===== config.mk =====
export PLATFORM = sky130hd
export DESIGN_NAME = cmp_share_arbiter
export DESIGN_NICKNAME = d
export VERILOG_FILES = /design/src/rtl/cmp_share_arbiter.sv
export SDC_FILE = /design/constraint.sdc
export NUM_CORES = 1
export LEC_CHECK = 0
export ABC_AREA = 1
export BUFFER_PORTS_ARGS = -buffer_cell sky130_fd_sc_hd__buf_2
export CAP_MARGIN = 20
export CORE_UTILIZATION = 50
export DETAILED_ROUTE_END_ITERATION = 16
export PLACE_DENSITY = 0.77
export SKIP_CTS_REPAIR_TIMING = 1
export SLEW_MARGIN = 10
export SYNTH_ARGS = -nofsm -noshare
export SYNTH_HDL_FRONTEND = slang
export SYNTH_SLANG_ARGS = --single-unit

===== constraint.sdc =====
create_clock -name inp_clk -period 2.2 [get_ports inp_clk]
set_input_delay 0.33 -clock inp_clk [delete_from_list [all_inputs] [get_ports inp_clk]]
set_output_delay 0.33 -clock inp_clk [all_outputs]
set_load 0.03 [all_outputs]

===== src/rtl/cmp_share_arbiter.sv =====
// Round-robin arbiter sharing one 4-bit signed compare slice (add/sub in subtract mode)
// among four requesters, with a registered req/gnt/valid handshake.

module adder_subtractor (
  input  logic [3:0] A,
  input  logic [3:0] B,
  input  logic       M,
  output logic [3:0] S,
  output logic       V
);
  logic [3:0] b_x;

  always_comb begin
    b_x = B ^ {4{M}};
    S   = A + b_x + {3'b000, M};
    V   = (A[3] == b_x[3]) && (S[3] != A[3]);
  end
endmodule

module cmp_share_arbiter #(
  parameter int WIDTH = 4,
  parameter int NREQ  = 4
) (
  input  logic                  inp_clk,
  input  logic                  inp_rst_n,
  input  logic [NREQ-1:0]       inp_req,
  input  logic [NREQ*WIDTH-1:0] inp_A_bus,
  input  logic [NREQ*WIDTH-1:0] inp_B_bus,
  output logic [NREQ-1:0]       out_gnt,
  output logic [1:0]            out_id,
  output logic                  out_valid,
  output logic                  out_AequalB,
  output logic                  out_AgreaterB,
  output logic                  out_BgreaterA,
  output logic                  out_busy
);
  typedef enum logic [1:0] {IDLE, EXEC, DONE} state_t;

  state_t     state, state_nxt;
  logic [1:0] ptr;
  logic [1:0] win;
  logic [1:0] idx;
  logic       found;
  logic [3:0] a_r, b_r;
  logic [3:0] diff;
  logic       ovf;

  adder_subtractor u_addsub (
    .A (a_r),
    .B (b_r),
    .M (1'b1),
    .S (diff),
    .V (ovf)
  );

  // Scan from the rotating pointer; the first requester found wins.
  always_comb begin
    win   = '0;
    idx   = '0;
    found = 1'b0;
    for (int unsigned i = 0; i < 4; i++) begin
      idx = ptr + 2'(i);
      if (!found && inp_req[idx]) begin
        win   = idx;
        found = 1'b1;
      end
    end
  end

  always_ff @(posedge inp_clk or negedge inp_rst_n) begin
    if (!inp_rst_n) state <= IDLE;
    else            state <= state_nxt;
  end

  always_comb begin
    state_nxt = state;
    case (state)
      IDLE:    if (|inp_req) state_nxt = EXEC;
      EXEC:    state_nxt = DONE;
      DONE:    state_nxt = IDLE;
      default: state_nxt = IDLE;
    endcase
  end

  always_comb begin
    out_busy = (state != IDLE);
  end

  always_ff @(posedge inp_clk or negedge inp_rst_n) begin
    if (!inp_rst_n) begin
      out_gnt       <= '0;
      out_id        <= '0;
      out_valid     <= 1'b0;
      out_AequalB   <= 1'b0;
      out_AgreaterB <= 1'b0;
      out_BgreaterA <= 1'b0;
      ptr           <= '0;
      a_r           <= '0;
      b_r           <= '0;
    end else begin
      case (state)
        IDLE: begin
          if (|inp_req) begin
            out_gnt <= NREQ'(1) << win;
            out_id  <= win;
            a_r     <= inp_A_bus[{win, 2'b00} +: 4];
            b_r     <= inp_B_bus[{win, 2'b00} +: 4];
          end
        end
        EXEC: begin
          out_valid     <= 1'b1;
          out_AequalB   <= (a_r == b_r);
          out_AgreaterB <= (a_r != b_r) && !(diff[3] ^ ovf);
          out_BgreaterA <= diff[3] ^ ovf;
        end
        DONE: begin
          out_valid <= 1'b0;
          out_gnt   <= '0;
          ptr       <= out_id + 2'd1;
        end
        default: ;
      endcase
    end
  end
endmodule


# Yosys cells after proc, flatten, opt, wreduce, memory -nomap -nowiden
# Index checks and enable logic that the tools add are counted.
dict set report classes {
  bitwise 2
  addsub 6
  n_lt_le_gt_ge 4
  n_eq_ne 7
  reduce_logical 16
  shifts 3
  n_mux 20
}
# operator n
set op_table {}
lappend op_table {{$shiftx A16 B5 Y4} 2}
lappend op_table {{$lt A2 B3 Y1 const B} 4}
lappend op_table {{$mux W2} 5}
lappend op_table {{$bmux W1 S2} 4}
lappend op_table {{$pmux W4 S2} 1}
lappend op_table {{$mux W1} 7}
lappend op_table {{$reduce_bool A2 Y1} 3}
lappend op_table {{$logic_and A1 B1 Y1} 5}
lappend op_table {{$add A2 B1 Y2 const B} 2}
lappend op_table {{$add A2 B2 Y2 const B} 2}
lappend op_table {{$add A4 B1 Y4 const B} 1}
lappend op_table {{$add A4 B4 Y4} 1}
lappend op_table {{$eq A4 B4 Y1} 1}
lappend op_table {{$logic_not A1 Y1} 4}
lappend op_table {{$mux W4} 1}
lappend op_table {{$ne A4 B4 Y1} 1}
lappend op_table {{$not A4 Y4} 1}
lappend op_table {{$pmux W2 S2} 1}
lappend op_table {{$reduce_and A2 Y1} 2}
lappend op_table {{$reduce_or A4 Y1} 1}
lappend op_table {{$shl A1 B2 Y4 const A} 1}
lappend op_table {{$eq A2 B1 Y1 const B} 1}
lappend op_table {{$eq A2 B2 Y1 const B} 1}
lappend op_table {{$logic_not A2 Y1} 1}
lappend op_table {{other kinds (5)} 5}
dict set report totals {
  out_inout_bits 11
  reg_bits 22
}

# Logic depth before layout (Yosys ltp)
# Gate-level depths: netlist of run 1.
dict set report logic_depth {
  ltp_word 15
  depth_mapped 16
  depth_no_buf 15
}

# By module
# Synthesis of run 1 repeated with hierarchy kept, for this count alone.
dict set report unflattened {
  hier_cells 276
  hier_area_um2 1855.5
}
# mod seq_area_each_um2 n_inst area_per_inst_um2 cells_per_inst
set modules_own_cells {}
lappend modules_own_cells {cmp_share_arbiter 550.5 1 1664.1 242}
lappend modules_own_cells {adder_subtractor 0.0 1 191.4 34}

# Least setup slack after synthesis of run 1
# No wires, ideal clock.
dict set report synth_timing {
  kind {reg-to-reg}
  start {reg ptr[0]}
  end {reg a_r[0]}
  path_slack_ns 0.481
  path_buffers 1
  synth_period_minus_slack_ns 1.719
  t_required_ns 2.083
  setup_ns 0.117
  path_stages_with_launch 16
  arrival_ns 1.602
  path_cell_list {dfrtp_1 > inv_2 > nand2_1 > nand3_1 > nand2_2 > inv_2 > nand3_1 > nand3_4 > nand2_4 > buf_12 > nand2_2 > nand2_1 > nand2_1 > nand2_1 > nand2_1 > nand2_1}
}
dict set report synth_via {
  elab_chain_len 13
  elab_cells_between_ends 25
  classes_between {add/sub (3); shift (1); mux (15); reduce/logical (6)}
}
# item line
set synth_lines {}
lappend synth_lines {{start, declared} 40} ;# logic [1:0] ptr;
lappend synth_lines {{start signal, assigned} 119} ;# ptr <= out_id + 2'd1;
lappend synth_lines {{branches (longest 11 deep; another with $add A2 B1 Y2)} n/a}
lappend synth_lines {{$mux W2 (*)} 63} ;# if (!found && inp_req[idx]) begin
lappend synth_lines {{$shiftx A16 B5 Y4 (*)} 106} ;# a_r <= inp_A_bus[{win, 2'b00} +: 4];
lappend synth_lines {{end signal, assigned} 106}
lappend synth_lines {{end, declared} 44} ;# logic [3:0] a_r, b_r;
# Every way passes the cells marked *. The select of a mux whose other input is x is not followed.
# A chain may end at the register's enable or synchronous reset.

# Worst setup path in the final report of run 1
# Ends and elaborated chain as after synthesis.

==> results of run 1 <==
## metrics by stage
step / std cells / hold slack [ns]
floorplan: 250 / 0.0344
global placement: 341 / 0.314
detailed placement: 341 / 0.320
CTS: 345 / -0.0253
global route: 346 / 0.435
finish: 346 / 0.401
## layer usage
metal  part of all wire  wire (um)
met1               0.47       1710
met5                  0          0
met3              0.036        131
met2               0.49       1800
met4             0.0085         31
## layout by cell type, fill, tap and decap left out, drive strengths merged, types with 2 or more instances in the layout
cell / n
nand2: 134
nand4: 2
a21oi: 4
dfrtp: 22
o22ai: 4
clkbuf: 4
ha: 8
nor2: 7
buf: 54
o21ai: 7
nand3: 21
inv: 25
o21a: 3
## critical path, stage by stage, from the launching register on
cell     delay, ns
dfrtp_1       0.41
inv_2         0.18
nand2_1       0.09
nand3_1       0.11
nand2_2       0.09
nor2_4        0.15
nand4_4       0.18
nand2_4       0.27
nand2_1       0.08
nand2_1       0.09
nand2_1       0.05
nand2_1       0.07
nand2_1       0.05
nand2_1       0.06
## final cells by class
type	count	area [um2]
fill	307	1100
tap	44	55.1
timing repair buffer	55	295
sequential	22	551
clock buffer	4	36.3
inverter	25	93.8
multi-input combinational	196	998
## cells by family after synthesis
group,count (synthesis),share of synthesized area
AO/OA/AOI/OAI,20,0.0706
buffers and inverters,32,0.0890
flip-flops,22,0.324
adder cells (fa/ha/maj),8,0.0589
AND/OR/NAND/NOR,167,0.453
XOR/XNOR,1,0.00515
## power breakdown
part,internal [uW],switching [uW]
combinational,867,1660
sequential,593,125
clock,101,116
total,1560,1900
## path summary, 6_finish.rpt
| check | startpoint | endpoint | slack, ns | cells past startpoint |
|---|---|---|---|---|
| max | ptr[0]$_DFFE_PN0P_ | a_r[0]$_DFFE_PN0P_ | 0.27 | 13 |
| min | inp_A_bus[5] | a_r[1]$_DFFE_PN0P_ | 0.40 | 7 |
| max reg2reg | ptr[0]$_DFFE_PN0P_ | a_r[0]$_DFFE_PN0P_ | 0.27 | 13 |
| min reg2reg | out_BgreaterA$_DFFE_PN0N_ | out_BgreaterA$_DFFE_PN0N_ | 0.50 | 2 |
| max in group asynchronous | inp_rst_n | out_gnt[3]$_DFFE_PN0P_ | 1.38 | 2 |
| min in group asynchronous | inp_rst_n | out_BgreaterA$_DFFE_PN0N_ | 0.50 | 2 |
## state kept, by name, summed over array words and instances, names as in the netlist
| signal | count |
|---|---|
| out_gnt | 4 |
| out_valid | 1 |
| ptr | 2 |
| out_AgreaterB | 1 |
| out_BgreaterA | 1 |
| out_id | 2 |
| b_r | 4 |
| out_AequalB | 1 |
| state | 2 |
| a_r | 4 |
==> impl_metrics.py, run 1 <==
metrics = {
    "yosys": {
        "synth_area_um2": 1700,
        "synthTopCellsByCount": "nand2_1 (116), dfrtp_1 (22), inv_1 (21), nand3_1 (20), nand2_2 (14)",
        "synth.area.top_cells": "dfrtp_1 (32%), nand2_1 (26%), ha_1 (5.9%)",
        "synth.most_common_cell": "nand2_1",
        "avgSynthCellArea_um2": 6.80,
        "yosysSeqAreaShare": 0.324,
        "yosys_warnings": 0,
        "synth_edf_count": 0,
        "ys_seq_elements": 22,
        "async_reset_ff_frac": 1.00,
        "postSynthCellCount": 250,
        "synthFlopType": "dfrtp_1",
        "synth_area_leader_cell": "dfrtp_1",
        "synth_top_cell_area_share": 0.324,
        "ys_types": 31,
        "synthesis.nets": 296,
    },
    "sta": {
        "relSlewSlack": 0.683,
        "period_needed_ns": 1.93,
        "worst_slew_pin_slew_ns": 0.471,
        "rsz0062_at_grt": "false",
        "fin_ws_ns": 0.265,
        "skew_ns": 0.00361,
        "max_freq_mhz": 517,
        "finalMaxSlewViolations": 0,
        "setup_viol": 0,
        "hold_viol": 0,
        "fin_crit_sh": 0.879,
        "fin_tns_setup_ns": 0,
    },
    "routing": {
        "wl_per_cell_um": 10.6,
        "dr.pass1.iters": 4,
        "routed_wl_um": 3670,
        "postRouteAntennaNets": 0,
        "route.vias.total": 1688,
        "first_iter_violations": 72,
        "drc": 0,
        "routed_via_density": 4.88,
    },
    "setup_path": {
        "cp_max_fo": 19,
        "arrival_ns": 2.18,
        "worstPathRequired_ns": 2.45,
        "end_kind": "register",
        "start_kind": "register",
        "crit_type": "reg2reg",
    },
    "power_and_ir_drop": {
        "vdd_ir_drop_max_mv": 0.778,
        "finalPower_uw": 3470,
        "power.leakage_uw": 0.00118,
        "power_density_nw_per_um2": 1710,
    },
    "cts": {
        "clockBufferDepth": 2,
        "numCtsBuffers": 3,
        "clkTransAtPathRegs_ns": 0.12,
        "htree_num_levels": 1,
        "root_buffer": "clkbuf_4",
        "cts_tree": "built",
        "clock-sinks": 22,
        "clk_latency_ns": 0.30,
    },
    "grt": {
        "antenna_found_initial": 0,
        "grt_start_max_net_pins": 23,
        "grtUsageTotal": 0.222,
        "top_usage_layer": "met2",
        "grt_pass1_vias": 1502,
        "overflow": 0,
        "grtUsageMet2": 0.397,
        "use_met1": 0.283,
        "grt_use_met3": 0.0325,
        "grt_pass1_wl_um": 6150,
    },
    "cells_and_area": {
        "syn_to_final_growth_pct": 19.4,
        "post-route-util": 0.649,
        "fin_area_um2": 2030,
        "n_antenna_cell": 0,
        "final_nets": 349,
        "layout-drive-gt1-share": 0.285,
    },
    "placed_design": {
        "dp_hpwl_um": 2970,
        "place_ws_ns": 0.287,
        "placed_area_um2": 1980,
        "gp_congestion": 0.899,
        "port_buffers": 48,
    },
    "floorplan": {
        "die_area_um2": 3640,
        "die_w_um": 60.3,
        "start_util": 0.544,
        "std_cell_rows": 20,
        "coreArea_um2": 3130,
        "die-height_um": 60.3,
        "io_pins": 49,
    },
    "worst_hold_path": {
        "hold_class": "in2reg",
    },
    "run_status": {
        "run_status": "completed",
    },
    "flow_run": {
        "drv_cap": 0,
    },
}
(Power assumes the default switching activity.)
==> run 2, diff against run 1 <==
--- a/config.mk
+++ b/config.mk
@@ -8,9 +8,8 @@
 export ABC_AREA = 1
 export BUFFER_PORTS_ARGS = -buffer_cell sky130_fd_sc_hd__buf_2
 export CAP_MARGIN = 20
-export CORE_UTILIZATION = 50
+export CORE_UTILIZATION = 30
 export DETAILED_ROUTE_END_ITERATION = 16
-export PLACE_DENSITY = 0.77
 export SKIP_CTS_REPAIR_TIMING = 1
 export SLEW_MARGIN = 10
 export SYNTH_ARGS = -nofsm -noshare
==> impl_metrics.py, run 2 (synthesis gave the netlist of run 1 again) <==
metrics = {
    "setup_path": {
        "cpMaxStageDelayCell": "dfrtp_1",
        "arrival_ns": 2.14,
        "start_kind": "register",
        "crit_chain": "buf_4 -> nand2_2 -> nand3_1 -> nand2_2 -> inv_2 -> nand3_1 -> nor2_1 -> nand3b_1 -> inv_1 -> nand2_1 -> nand2_1 -> nand2_1 -> nand2_1",
        "cp_max_fo": 11,
        "worstPathRequired_ns": 2.40,
        "path_buf_inv": 3,
        "cp_common_cell": "nand2_1",
        "crit_family": "simple AND/OR/NAND/NOR gates",
        "slowest_delay_ns": 0.45,
        "end_kind": "register",
        "crit_type": "reg2reg",
    },
    "cells_and_area": {
        "n_antenna_cell": 0,
        "post-route-util": 0.381,
        "layout-drive-gt1-share": 0.288,
        "reg_top3": "a_r x4, b_r x4, out_gnt x4",
        "fill_cells": 605,
        "final_nets": 349,
        "syn_to_final_growth_pct": 22.5,
        "mostFrequentLayoutCells": "nand2_1 (116), buf_2 (48), dfrtp_1 (22), inv_1 (21), nand3_1 (20)",
        "final_common_cell": "nand2_1",
    },
    "floorplan": {
        "io_pins": 49,
        "die_area_um2": 5970,
        "std_cell_rows": 27,
        "start_util": 0.311,
        "die_w_um": 77.3,
        "coreArea_um2": 5470,
        "die-height_um": 77.3,
    },
    "flow_run": {
        "drv_cap": 0,
    },
    "cts": {
        "clockBufferDepth": 2,
        "clk_latency_ns": 0.26,
        "clkTransAtPathRegs_ns": 0.07,
        "numCtsBuffers": 3,
        "cts_tree": "built",
        "root_buffer": "clkbuf_8",
        "htree_num_levels": 1,
        "clock-sinks": 22,
    },
    "placed_design": {
        "gp_congestion": 0.790,
        "port_buffers": 48,
        "place_ws_ns": 0.277,
        "dp_hpwl_um": 2980,
    },
    "grt": {
        "grt_start_max_net_pins": 23,
        "grtUsageTotal": 0.133,
        "grt_use_met3": 0.0226,
        "top_usage_layer": "met2",
        "use_met1": 0.168,
        "overflow": 0,
        "antenna_found_initial": 0,
        "grt_pass1_wl_um": 6530,
        "grt_pass1_vias": 1537,
        "grtUsageMet2": 0.234,
    },
    "routing": {
        "route.vias.total": 1666,
        "first_iter_violations": 63,
        "dr.pass1.iters": 4,
        "routed_via_density": 4.45,
        "routed_wl_um": 3720,
        "postRouteAntennaNets": 0,
        "drc": 0,
        "wl_per_cell_um": 9.95,
    },
    "sta": {
        "period_needed_ns": 1.94,
        "fin_crit_sh": 0.880,
        "rsz0062_at_grt": "false",
        "max_freq_mhz": 516,
        "relSlewSlack": 0.677,
        "finalMaxSlewViolations": 0,
        "skew_ns": 0.00273,
        "setup_viol": 0,
        "worst_slew_pin_slew_ns": 0.485,
        "hold_viol": 0,
        "fin_ws_ns": 0.264,
        "fin_tns_setup_ns": 0,
    },
    "power_and_ir_drop": {
        "p_int_uw": 1640,
        "power_frac_seq": 0.204,
        "p_clk_frac": 0.079,
        "p_sw_uw": 1920,
        "power_frac_comb": 0.716,
        "vdd_ir_drop_max_mv": 0.714,
        "power.leakage_uw": 0.00119,
        "p_sw_frac": 0.540,
        "power_density_nw_per_um2": 1710,
    },
    "worst_hold_path": {
        "hold_class": "in2async",
    },
    "run_status": {
        "run_status": "completed",
    },
}
==> run 2: changes by cell type in the layout (fill, tap and decap cells not counted) <==
cell / delta
buf_4: +1
inv_2: -1
clkbuf_8: +3
inv_4: +1
dlygate4sd3_1: -1
clkbuf_4: -3
==> run 2: layer usage <==
| layer | up-vias | routed length, um |
|---|---|---|
| met5 | - | 0 |
| met4 | 0 | 29 |
| met3 | 5 | 116 |
| met2 | 26 | 1740 |
| met1 | 748 | 1830 |
| li1 | 887 | - |
==> run 2: path summary, 6_finish.rpt <==
check                                    from                        end  slack, ns  cells after the start
setup / recovery           ptr[0]$_DFFE_PN0P_         a_r[3]$_DFFE_PN0P_       0.26                     13
hold / removal                      inp_rst_n  out_AgreaterB$_DFFE_PN0N_       0.02                      1
setup reg to reg           ptr[0]$_DFFE_PN0P_         a_r[3]$_DFFE_PN0P_       0.26                     13
hold reg to reg            a_r[0]$_DFFE_PN0P_         a_r[0]$_DFFE_PN0P_       0.49                      2
max in group asynchronous           inp_rst_n       state[0]$_DFFE_PN0P_       1.85                      1
min in group inp_clk            inp_B_bus[14]         b_r[2]$_DFFE_PN0P_       0.44                      7
==> run 2: per-stage QoR <==
stage / total power (uW) / instances / hold slack (ns) / instance area (um2)
2_1_floorplan: 2820 / 250 / 0.0344 / 1700
3_3_place_gp: 3290 / 370 / 0.334 / 2030
3_5_place_dp: 3280 / 370 / 0.331 / 2030
4_1_cts: 3590 / 374 / 0.0367 / 2080
5_1_grt: 4000 / 374 / 0.0514 / 2080
6_report: 3550 / 374 / 0.0214 / 2080
==> run 2: power groups by stage <==
| stage | Sequential [uW] | Clock [uW] | Combinational, uW |
|---|---|---|---|
| 5_1_grt | 757 | 314 | 2930 |
| 4_1_cts | 726 | 297 | 2570 |
| 3_3_place_gp | 731 | 0 | 2550 |
| 3_5_place_dp | 731 | 0 | 2550 |
| 2_1_floorplan | 842 | 0 | 1980 |
| 6_report | 726 | 282 | 2540 |
==> run 2: cell type report <==
type / count / area [um2] / area share
repair buffers: 55 / 293 / 0.141
inverters: 25 / 96.3 / 0.0462
multi-input cells: 196 / 998 / 0.479
flip-flops and latches: 22 / 551 / 0.264
clock buffers: 4 / 55.1 / 0.0264
well taps: 72 / 90.1 / 0.0432
==> run 3, diff against run 2 <==
--- a/config.mk
+++ b/config.mk
@@ -8,8 +8,11 @@
 export ABC_AREA = 1
 export BUFFER_PORTS_ARGS = -buffer_cell sky130_fd_sc_hd__buf_2
 export CAP_MARGIN = 20
-export CORE_UTILIZATION = 30
+export CELL_PAD_IN_SITES_DETAIL_PLACEMENT = 0
+export CELL_PAD_IN_SITES_GLOBAL_PLACEMENT = 2
+export CORE_UTILIZATION = 27
 export DETAILED_ROUTE_END_ITERATION = 16
+export PLACE_DENSITY_LB_ADDON = 0.1
 export SKIP_CTS_REPAIR_TIMING = 1
 export SLEW_MARGIN = 10
 export SYNTH_ARGS = -nofsm -noshare
==> impl_metrics.py, run 3 (synthesis gave the netlist of run 1 again) <==
metrics = {
    "run_status": {
        "run_status": "completed",
    },
    "floorplan": {
        "coreArea_um2": 5990,
        "std_cell_rows": 28,
        "io_pins": 49,
        "die-height_um": 81.4,
        "die_w_um": 81.4,
        "die_area_um2": 6620,
        "start_util": 0.284,
    },
    "setup_path": {
        "r2r_cells": 14,
        "crit_family": "simple AND/OR/NAND/NOR gates",
        "crit_path_end": "b_r[2]$_DFFE_PN0P_",
        "end_kind": "register",
        "worstPathRequired_ns": 2.40,
        "worst-path-stages": 14,
        "r2r-start": "ptr[0]$_DFFE_PN0P_",
        "cp_max_fo": 16,
        "crit_type": "reg2reg",
        "r2r-end": "b_r[2]$_DFFE_PN0P_",
        "cp_common_cell": "nand2_1",
        "slowest_delay_ns": 0.43,
        "reg2reg_slack_ns": 0.22,
        "start_kind": "register",
        "crit_chain": "inv_2 -> nand2_1 -> nand3_1 -> nand2_2 -> inv_2 -> nand3_1 -> nand3_4 -> buf_4 -> nand3_1 -> nand2_1 -> nand2_1 -> nand2_1 -> nand2_1 -> nand2_1",
        "critPathLaunch": "ptr[0]$_DFFE_PN0P_",
        "cpMaxStageDelayCell": "dfrtp_1",
        "path_buf_inv": 3,
        "arrival_ns": 2.19,
    },
    "sta": {
        "skew_ns": 0.00864,
        "hold_viol": 0,
        "setup_viol": 0,
        "max_freq_mhz": 504,
        "fin_crit_sh": 0.902,
        "relSlewSlack": 0.625,
        "worst_slew_pin_slew_ns": 0.556,
        "fin_tns_setup_ns": 0,
        "finalMaxSlewViolations": 0,
        "period_needed_ns": 1.98,
        "rsz0062_at_grt": "false",
        "fin_ws_ns": 0.216,
    },
    "cts": {
        "clockBufferDepth": 2,
        "htree_num_levels": 1,
        "clkTransAtPathRegs_ns": 0.09,
        "numCtsBuffers": 3,
        "clk_latency_ns": 0.27,
        "clock-sinks": 22,
        "cts_tree": "built",
        "root_buffer": "clkbuf_8",
    },
    "placed_design": {
        "gp_congestion": 0.714,
        "port_buffers": 48,
        "dp_hpwl_um": 3430,
        "place_ws_ns": 0.210,
        "placed_area_um2": 2010,
    },
    "routing": {
        "first_iter_violations": 65,
        "routed_via_density": 4.45,
        "route.vias.total": 1667,
        "routed_wl_um": 4450,
        "drc": 0,
        "postRouteAntennaNets": 0,
        "dr.pass1.iters": 4,
        "wl_per_cell_um": 11.9,
    },
    "power_and_ir_drop": {
        "power_density_nw_per_um2": 1780,
        "power.leakage_uw": 0.00119,
        "vdd_ir_drop_max_mv": 0.496,
    },
    "cells_and_area": {
        "layout-drive-gt1-share": 0.283,
        "syn_to_final_growth_pct": 23.2,
        "reg_top3": "a_r x4, b_r x4, out_gnt x4",
        "final_common_cell": "nand2_1",
        "fin_area_um2": 2090,
        "final_nets": 347,
        "n_antenna_cell": 0,
        "mostFrequentLayoutCells": "nand2_1 (116), buf_2 (48), dfrtp_1 (22), inv_1 (21), nand3_1 (20)",
        "fill_cells": 679,
    },
    "grt": {
        "grt_pass1_wl_um": 7450,
        "grtUsageTotal": 0.146,
        "overflow": 0,
        "antenna_found_initial": 0,
        "grt_pass1_vias": 1652,
        "grt_start_max_net_pins": 23,
    },
    "flow_run": {
        "drv_cap": 0,
    },
    "worst_hold_path": {
        "hold_class": "in2async",
    },
}
## run 3: cell count changes in the layout (fill, tap and decap cells not counted)
cell / change
inv_4: -1
nand2_4: -1
clkbuf_8: -1
nand2_8: +1
inv_2: +1
buf_4: -2
bufinv_16: +1
## run 3: area by class of cell
type                    instances  area, um2  area share
multi-input cells             196       1010       0.481
clock inverters                 1       30.0      0.0143
inverters                      25       93.8      0.0448
repair buffers                 53        278       0.133
well taps                      75       93.8      0.0448
clock buffers                   3       41.3      0.0197
flip-flops and latches         22        551       0.263
## run 3: worst register-to-register path, cell delays in order (launching register included)
cell	delay, ns
dfrtp_1	0.43
inv_2	0.20
nand2_1	0.10
nand3_1	0.11
nand2_2	0.09
inv_2	0.07
nand3_1	0.12
nand3_4	0.14
buf_4	0.22
nand3_1	0.09
nand2_1	0.08
nand2_1	0.05
nand2_1	0.09
nand2_1	0.06
nand2_1	0.08
## run 3: worst min path at each step
stage	from	endpoint	slack (ns)	depth (start not counted)
after floorplan	inp_rst_n	a_r[0]$_DFFE_PN0P_	0.03	0
after detailed placement	inp_rst_n	out_gnt[0]$_DFFE_PN0P_	0.34	1
after global placement	inp_rst_n	out_gnt[0]$_DFFE_PN0P_	0.34	1
after CTS	inp_rst_n	out_gnt[0]$_DFFE_PN0P_	0.04	1
final	inp_rst_n	ptr[1]$_DFFE_PN0P_	0.02	1
after global routing	inp_rst_n	state[1]$_DFFE_PN0P_	0.06	1
## run 3: metal layers
layer	vias to the layer above	GRT usage	share of wire
met3	2	0.0292	0.045
met2	33	0.262	0.47
met5	-	0	0
li1	879	-	-
met4	0	0.0161	0.0018
met1	753	0.185	0.48
## run 3: stage by stage
step | hold WS, ns | cells | util | total power, uW
final | 0.0192 | 375 | 0.350 | 3730
after floorplan | 0.0344 | 250 | - | 2820
after CTS | 0.0396 | 375 | 0.348 | 3780
after global routing | 0.0567 | 375 | 0.350 | 4190
after detailed placement | 0.345 | 371 | 0.336 | 3370
after global placement | 0.341 | 371 | 0.336 | 3390
## run 3: report_power, final
part | switching, uW | internal (uW) | total [uW]
sequential | 131 | 594 | 725
clock | 137 | 243 | 380
combinational | 1740 | 881 | 2620
total | 2010 | 1720 | 3730
